[config.mk]
export PLATFORM = sky130hd
export DESIGN_NAME = mseq_corr_search
export DESIGN_NICKNAME = d
export VERILOG_FILES = /design/src/rtl/mseq_pkg.sv /design/src/rtl/mseq_lfsr.sv /design/src/rtl/mseq_corr_search.sv
export SDC_FILE = /design/constraint.sdc
export NUM_CORES = 1
export LEC_CHECK = 0
export ABC_AREA = 1
export CAP_MARGIN = 20
export CORE_MARGIN = 2
export CORE_UTILIZATION = 50
export DETAILED_ROUTE_END_ITERATION = 8
export PLACE_DENSITY = 0.75
export SYNTH_ARGS = -nofsm -noshare
export SYNTH_HDL_FRONTEND = slang
export SYNTH_SLANG_ARGS = --single-unit
export TNS_END_PERCENT = 100
[constraint.sdc]
create_clock -name clk -period 5.25 [get_ports clk]
set_input_delay 1.05 -clock clk [delete_from_list [all_inputs] [get_ports clk]]
set_output_delay 1.05 -clock clk [all_outputs]
set_load 0.02 [all_outputs]
[src/rtl/mseq_pkg.sv]
// Shared m-sequence definitions used by the transmit generator and by the receive correlator.
package mseq_pkg;

    localparam int          MSEQ_N    = 7;
    localparam logic [31:0] MSEQ_POLY = 32'b1100000;
    localparam logic [31:0] MSEQ_SEED = 32'd1;

    typedef enum logic [1:0] {
        IDLE   = 2'd0,
        SEARCH = 2'd1,
        DONE   = 2'd2
    } state_t;

    // One Fibonacci step on a zero-extended state; the caller keeps the low N bits.
    function automatic logic [31:0] lfsr_next(input logic [31:0] state, input logic [31:0] poly);
        return {state[30:0], ^(state & poly)};
    endfunction

endpackage

[src/rtl/mseq_lfsr.sv]
// Local code generator: a phase-start register and a running LFSR that either steps,
// reloads from the seed, or slips to the next code phase.
module mseq_lfsr
    import mseq_pkg::*;
#(
    parameter int           N    = MSEQ_N,
    parameter logic [N-1:0] POLY = N'(MSEQ_POLY),
    parameter logic [N-1:0] SEED = N'(MSEQ_SEED)
) (
    input  logic clk,
    input  logic rst_n,
    input  logic load,
    input  logic step,
    input  logic slip,
    output logic chip
);

    logic [N-1:0] phase_start;
    logic [N-1:0] lfsr;
    logic [N-1:0] start_adv;
    logic [N-1:0] lfsr_adv;

    always_comb begin
        start_adv = N'(lfsr_next(32'(phase_start), 32'(POLY)));
        lfsr_adv  = N'(lfsr_next(32'(lfsr), 32'(POLY)));
    end

    // A slip restarts the running copy one chip later than the previous phase began.
    always_ff @(posedge clk or negedge rst_n) begin
        if (!rst_n) begin
            phase_start <= SEED;
            lfsr        <= SEED;
        end else if (load) begin
            phase_start <= SEED;
            lfsr        <= SEED;
        end else if (slip) begin
            phase_start <= start_adv;
            lfsr        <= start_adv;
        end else if (step) begin
            lfsr        <= lfsr_adv;
        end
    end

    assign chip = lfsr[N-1];

endmodule

[src/rtl/mseq_corr_search.sv]
// Serial code-phase search: correlates L samples per phase against the local m-sequence
// over all L phases and keeps the largest-magnitude result. Debug stream: MSEQ_CORR_DBG_EN.
module mseq_corr_search
    import mseq_pkg::*;
#(
    parameter int           N            = MSEQ_N,
    parameter logic [N-1:0] POLY         = N'(MSEQ_POLY),
    parameter logic [N-1:0] SEED         = N'(MSEQ_SEED),
    parameter int           SAMPLE_WIDTH = 32,
    parameter int           ACC_WIDTH    = 40
) (
    input  logic                    clk,
    input  logic                    rst_n,
    input  logic                    start,
    input  logic                    sample_valid,
    input  logic [SAMPLE_WIDTH-1:0] sample_in,
    output logic                    busy,
    output logic                    done,
    output logic [N-1:0]            peak_phase,
    output logic [ACC_WIDTH-1:0]    peak_value
`ifdef MSEQ_CORR_DBG_EN
    ,
    output logic                    corr_valid,
    output logic [ACC_WIDTH-1:0]    corr_value
`endif
);

    localparam int           L    = (1 << N) - 1;
    localparam logic [N-1:0] LAST = N'(L - 1);

    state_t                      state;
    state_t                      state_nxt;
    logic [N-1:0]                samp_cnt;
    logic [N-1:0]                phase_cnt;
    logic signed [ACC_WIDTH-1:0] acc;
    logic signed [ACC_WIDTH-1:0] acc_next;
    logic signed [ACC_WIDTH-1:0] sample_ext;
    logic signed [ACC_WIDTH-1:0] term;
    logic                        chip;
    logic                        fire;
    logic                        take;
    logic                        phase_end;
    logic                        last_end;
    logic                        better;
    logic                        done_q;
    logic                        lfsr_load;
    logic                        lfsr_step;
    logic                        lfsr_slip;

    function automatic logic [ACC_WIDTH-1:0] abs_val(input logic signed [ACC_WIDTH-1:0] v);
        return v[ACC_WIDTH-1] ? ACC_WIDTH'(-v) : ACC_WIDTH'(v);
    endfunction

    assign fire      = start && (state != SEARCH);
    assign take      = (state == SEARCH) && sample_valid;
    assign phase_end = take && (samp_cnt == LAST);
    assign last_end  = phase_end && (phase_cnt == LAST);

    always_comb begin
        sample_ext = {{(ACC_WIDTH - SAMPLE_WIDTH){sample_in[SAMPLE_WIDTH-1]}}, sample_in};
        term       = chip ? sample_ext : -sample_ext;
        acc_next   = acc + term;
        // Strict compare so the earliest phase keeps a tie; phase 0 always seeds the peak.
        better     = (phase_cnt == '0) || (abs_val(acc_next) > abs_val(peak_value));
    end

    always_ff @(posedge clk or negedge rst_n) begin
        if (!rst_n) state <= IDLE;
        else        state <= state_nxt;
    end

    always_comb begin
        state_nxt = state;
        case (state)
            IDLE:    if (start)    state_nxt = SEARCH;
            SEARCH:  if (last_end) state_nxt = DONE;
            DONE:    if (start)    state_nxt = SEARCH;
            default:               state_nxt = IDLE;
        endcase
    end

    always_comb begin
        busy      = (state == SEARCH);
        done      = done_q;
        lfsr_load = fire;
        lfsr_step = take && !phase_end;
        lfsr_slip = phase_end;
    end

    mseq_lfsr #(
        .N    (N),
        .POLY (POLY),
        .SEED (SEED)
    ) u_lfsr (
        .clk   (clk),
        .rst_n (rst_n),
        .load  (lfsr_load),
        .step  (lfsr_step),
        .slip  (lfsr_slip),
        .chip  (chip)
    );

    always_ff @(posedge clk or negedge rst_n) begin
        if (!rst_n) begin
            acc        <= '0;
            samp_cnt   <= '0;
            phase_cnt  <= '0;
            peak_phase <= '0;
            peak_value <= '0;
            done_q     <= 1'b0;
        end else begin
            done_q <= last_end;
            if (fire) begin
                acc       <= '0;
                samp_cnt  <= '0;
                phase_cnt <= '0;
            end else if (phase_end) begin
                acc       <= '0;
                samp_cnt  <= '0;
                phase_cnt <= phase_cnt + 1'b1;
                if (better) begin
                    peak_value <= acc_next;
                    peak_phase <= phase_cnt;
                end
            end else if (take) begin
                acc      <= acc_next;
                samp_cnt <= samp_cnt + 1'b1;
            end
        end
    end

`ifdef MSEQ_CORR_DBG_EN
    always_ff @(posedge clk or negedge rst_n) begin
        if (!rst_n) begin
            corr_valid <= 1'b0;
            corr_value <= '0;
        end else begin
            corr_valid <= phase_end;
            if (phase_end) corr_value <= acc_next;
        end
    end
`endif

endmodule

# Word level (Yosys, flattened, before mapping)
# Cells that the tools add are included.
[totals]
word_cells = 60
regBits = 118
[op_classes]
n_lt_le_gt_ge = 1
n_mux = 19
reduce_logical = 17
addsub = 6
eq_ne = 7
bitwise = 1
[op_table]
columns = ["op", "n"]
rows = [
  ["40-bit two-way mux", 6],
  ["40-bit negator", 2],
  ["7-bit two-way mux", 10],
  ["32-bit XOR reduction", 2],
  ["40-bit adder", 1],
  ["40-bit greater-than comparator", 1],
  ["32-bit negator with 40-bit output", 1],
  ["7-bit by 1-bit adder with 7-bit output (second input constant)", 2],
  ["7-bit == test (second input constant)", 2],
  ["7-bit zero test", 1],
  ["2-bit by 1-bit inequality test with 1-bit output (second input constant)", 3],
  ["3-bit nonzero test", 2],
  ["1-bit logical AND", 5],
  ["2-bit two-way mux", 2],
  ["2-bit one-hot mux with 2 select lines", 1],
  ["3-bit AND reduction", 1],
  ["2-bit by 1-bit == test with 1-bit output (second input constant)", 1],
  ["2-bit == test (second input constant)", 1],
  ["2-bit zero test", 1],
  ["2-bit AND reduction", 1],
  ["2-bit nonzero test", 1],
  ["2-bit OR reduction", 1],
  ["1-bit zero test", 1],
  ["1-bit logical OR", 1],
  ["1-bit NOT", 1],
]

# Longest topological paths before layout
[depth]
ltp_word = 8
depth_mapped = 49
ltp_nobuf = 47

# Modules after synthesis
# Synthesis repeated with hierarchy kept, for this count alone.
[unflattened]
hier_cells = 1868
hier_area_um2 = 11852.6
[modules_own_cells]
columns = ["mod", "instances", "area_per_inst_um2", "cells_each"]
rows = [
  ["mseq_corr_search", 1, 11192.0, 1788],
  ["mseq_lfsr", 1, 660.6, 80],
]

# Least setup slack after synthesis
# Ideal clock, no wire load.
[synth_timing]
kind = "in2reg"
from = "input port sample_in[0]"
to = "register peak_value[16]"
path_stages = 44
t_arrival_ns = 6.275
required_ns = 5.114
n_path_buf = 3
setup_slack_ns = -1.161
setup_time_ns = 0.136
path_cell_list = "inv_1 > ha_1 > nand2_1 > nor2_1 > nand2_1 > nor3_1 > nand3_1 > nor3b_2 > nand2_1 > nor3_2 > nand3_1 > o21ai_1 > a21oi_1 > ha_1 > inv_1 > o21bai_1 > o21bai_1 > nor3_1 > [8 not listed] > nand2_1 > inv_1 > ha_1 > nand2_1 > inv_1 > nand3_1 > nor3_1 > nand2_1 > nor4_1 > nand2_1 > nand3_1 > nand2_1 > nand2_1 > nand2_1 > clkbuf_1 > clkbuf_1 > nand2_1 > o21ai_0"
[synth_between]
elab_chain_cells = 8
[synth_lines]
columns = ["item", "line_no", "text"]
rows = [
  ["from (decl)", "mseq_corr_search.sv:16", "input logic [SAMPLE_WIDTH-1:0] sample_in,"],
  ["32-bit negator with 40-bit output", "mseq_corr_search.sv:61", "term = chip ? sample_ext : -sample_ext;"],
  ["40-bit two-way mux *", "mseq_corr_search.sv:61", ""],
  ["40-bit adder *", "mseq_corr_search.sv:62", "acc_next = acc + term;"],
  ["40-bit negator", "mseq_corr_search.sv:51", "return v[ACC_WIDTH-1] ? ACC_WIDTH'(-v) : ACC_WIDTH'(v);"],
  ["40-bit two-way mux", "mseq_corr_search.sv:51", ""],
  ["40-bit greater-than comparator", "mseq_corr_search.sv:64", "better = (phase_cnt == '0) || (abs_val(acc_next) > abs_val(peak_value));"],
  ["1-bit logical OR", "mseq_corr_search.sv:64", ""],
  ["3-bit AND reduction (no source line)", "--", ""],
  ["to (signal assigned)", "mseq_corr_search.sv:122", "peak_value <= acc_next;"],
  ["to (decl)", "mseq_corr_search.sv:20", "output logic [ACC_WIDTH-1:0] peak_value"],
]
# Mark *: on every way between the ends. The rest lies on a longest branch, timed or not.
# A chain may end at the register's enable or synchronous reset.

# Worst setup path in the final report
[layout_timing]
from = "input port sample_in[1]"
to = "register peak_value[19]"
# The elaborated chain is that of the path after synthesis.

==> run summary <==
status: finished with violations
violated checks: setup timing
cell mode on critical path: nand2_2
Register-to-Register Path Depth: 35
Crit path max-delay family: simple AND/OR/NAND/NOR gates
Final Critical Period: 6.64 ns
power per standard cell area: 779 nW/um^2
drt wl/cell: 17.6 um
met2 wire len: 22100 um
Root Buffer: clkbuf_16
Filler Cells Inserted: 1525
Hold-fix buffers, CTS: 0
Worst Path Max Fanout: 8
Post-synth EDFFs: 0
Buf+Inv Stages, Crit Path: 10
Max Fclk: 0.151 GHz
sequential-to-total area share from yosys stat: 25.0%
Rows: 56
Via Count: 14.9k
unrepaired setup endpoints after global routing: true
Max IR drop VDD: 529 uV
min-delay worst type: in -> async
PortBufs: 84
via-per-instance ratio: 5.66
Setup violations, final: 47
Clk Latency, worst-skew pair: 0.46 ns
layout cell share with drive strength beyond 1: 32.5%
Worst-Margin Slew: 0.854 ns
total number of H-tree levels: 4
wl on met1: 17000 um
critical path arrival: 6.98 ns
# DRC: 0
syn_area_per_cell: 6.30 sq um
vias in the first global route: 13.8k
Max-Slew Margin vs Limit: 42.5%
GRT Residual Overflow: 0
Final Max Slew Viols: 0
critical path endpoint category: flop
slowest cell on the critical path: ha_2
Post-Place Worst Slack: -2.18 ns
detailed-route wire length: 46400 um
Leak: 9.34 nW
GRT Util Overall: 33.5%
DRT iter0 DRCs: 1343
chip width: 158 um
largest net degree at the start of global routing: 55
area of the die: 24900 sq um
CTS tree: built
CTS sink cnt: 118
asr flop ratio synth: 100%
Worst setup SP type: input port
Tcrit/Tclk final: 126%
final hold violation count: 0
Final ANT Viol Nets: 0
CTS Buffer Depth: 2
Post-Syn Nets: 2006
Cells after Synth: 1879
DR pass1 iterations: 8
antenna violations before repair: 0
# nets final: 2435
Post-DP HPWL: 30300 um
synth warn: 0
first-pass GRT wire length: 66000 um
Starting Density: 50.7%
Most used DFF post-synth: dfrtp_1
DR top layer: met4
Area growth, synth to finish: 51.9%
#FFs+latches synth: 118
dpl cells: 2549
antenna cells: 0
Levels on crit path: 44
post-route setup slack: -1.39 ns
Setup CP Type: in -> reg
final RePlAce weighted congestion: 0.953
final core utilization: 77.0%
CP Data Required Time: 5.59 ns
Layout Skew: 0.0202 ns
WL met3: 3420 um
max incr delay on CP: 0.40 ns
Core Region: 23300 sq um
fin cells: 2640
Max Cap Viol: 0
synthesized cell area: 11800 sq um
ports placed on the boundary: 85
Yosys cell types: 49
clock-pin slew on the worst setup and hold paths: 0.07 ns
Die H: 158 um
CTS Buf Count: 17
[registers in the layout (all words and copies together), names as in the netlist]
register / count
u_lfsr.lfsr: 7
acc: 40
phase_cnt: 7
peak_value: 40
samp_cnt: 7
u_lfsr.phase_start: 7
state: 2
peak_phase: 7
done: 1
[worst reg2reg max path, delay by kind of cell, from the launching register on]
family | cells | cell delay [ns]
and+or+nand+nor | 23 | 3.16
adders and majority gates | 2 | 0.57
xor gates and xnor gates | 1 | 0.21
DFF | 1 | 0.41
buffers and inverters | 6 | 1.02
AOI/OAI and AO/OA | 3 | 0.32
[cells by family (layout without fill, tap and decap cells)]
group,Yosys count,count (layout),share of synthesized area [%]
xor gates and xnor gates,97,97,7.24
and+or+nand+nor,986,986,35.8
buffers and inverters,348,790,11.3
DFF,118,118,25.0
adders and majority gates,91,91,9.69
AOI/OAI and AO/OA,239,239,11.0
[cells in the mapped netlist (all sizes together) (2+ instances only)]
cell type	number	area [sq um]
o21bai	6	45.0
dfrtp	116	2900
buf	8	55.1
o221ai	5	43.8
xor2	67	587
nor3	35	190
clkbuf	25	93.8
nor4	10	62.6
nand3	112	613
nand3b	5	50.1
o21a	4	30.0
a21oi	77	393
o21ai	119	596
o31ai	5	37.5
a31oi	7	43.8
dfstp	2	52.6
nand4	26	163
nor3b	2	20.0
xnor2	30	270
o211ai	6	45.0
nand2	603	2320
nor2	189	792
a21o	3	22.5
inv	310	1160
clkinv	5	18.8
o22ai	4	25.0
or2	3	21.3
ha	90	1130
[area by class of cell]
| class | count | area (sq um) | area share (%) |
|---|---|---|---|
| clock buffers | 17 | 425 | 2.37 |
| multi-input cells | 1413 | 8950 | 49.8 |
| well taps | 319 | 399 | 2.22 |
| clock inverters | 15 | 176 | 0.981 |
| inverters | 315 | 1210 | 6.75 |
| repair buffers | 443 | 3860 | 21.5 |
| flip-flops and latches | 118 | 2960 | 16.4 |
[path summary, 6_finish.rpt]
check,start,end,slack [ns]
max,sample_in[1],peak_value[19],-1.39
min,rst_n,acc[6],0.47
max reg2reg,u_lfsr.lfsr[6],peak_value[19],-0.55
min reg2reg,u_lfsr.phase_start[0],u_lfsr.phase_start[0],0.47
max in group asynchronous,rst_n,peak_value[25],3.74
min in group clk,u_lfsr.phase_start[0],u_lfsr.phase_start[0],0.47
[per-stage QoR]
stage | power, mW | TNS, ns | hold slack (ns) | area, sq um
final | 14.0 | -63.17 | 0.466 | 18000
after global routing | 14.9 | -80.08 | 0.483 | 18000
after CTS | 12.0 | -56.43 | 0.476 | 16700
after detailed placement | 10.1 | -102.14 | 0.466 | 15300
after global placement | 9.85 | -94.33 | 0.457 | 15300
after floorplan | 6.38 | -31.75 | 0.436 | 12000
[power breakdown]
group          switching (mW)  total [mW]  internal [mW]  leakage [nW]
logic                    6.63        11.5           4.90          7.48
registers               0.139        1.24           1.10          1.56
clock network           0.584        1.23          0.645         0.296
[placed cells by master (no fill, tap or decap), types with 15 or more instances in the layout]
cell / count
clkdlybuf4s50_1: 74
buf_4: 334
nor3_1: 24
dfrtp_1: 116
nor2_1: 116
a21oi_1: 46
nor2_4: 35
xnor2_1: 27
o21ai_2: 15
inv_2: 30
nand2_2: 97
a21oi_2: 28
nand3_1: 84
o21ai_1: 34
nor2_2: 38
inv_1: 276
ha_1: 71
clkbuf_16: 19
nand3_2: 20
nand2_1: 479
xor2_1: 65
nand2_4: 25
o21ai_0: 69
nand4_1: 26
[what timing repair did]
item                                    4_1_cts  5_1_grt
gates cloned                                  9        2
endpoints found under the setup margin       47       47
pin swaps                                    42      132
buffers inserted                             21       29
resized for setup                           144      294
[metal layers]
layer / vias up / global-route usage, %
met1: 6956 / 39.4
met5: - / 0
met3: 326 / 4.41
met4: 0 / 20.4
li1: 6827 / -
met2: 832 / 58.2
No activity file was read; power rests on OpenSTA's default activity.
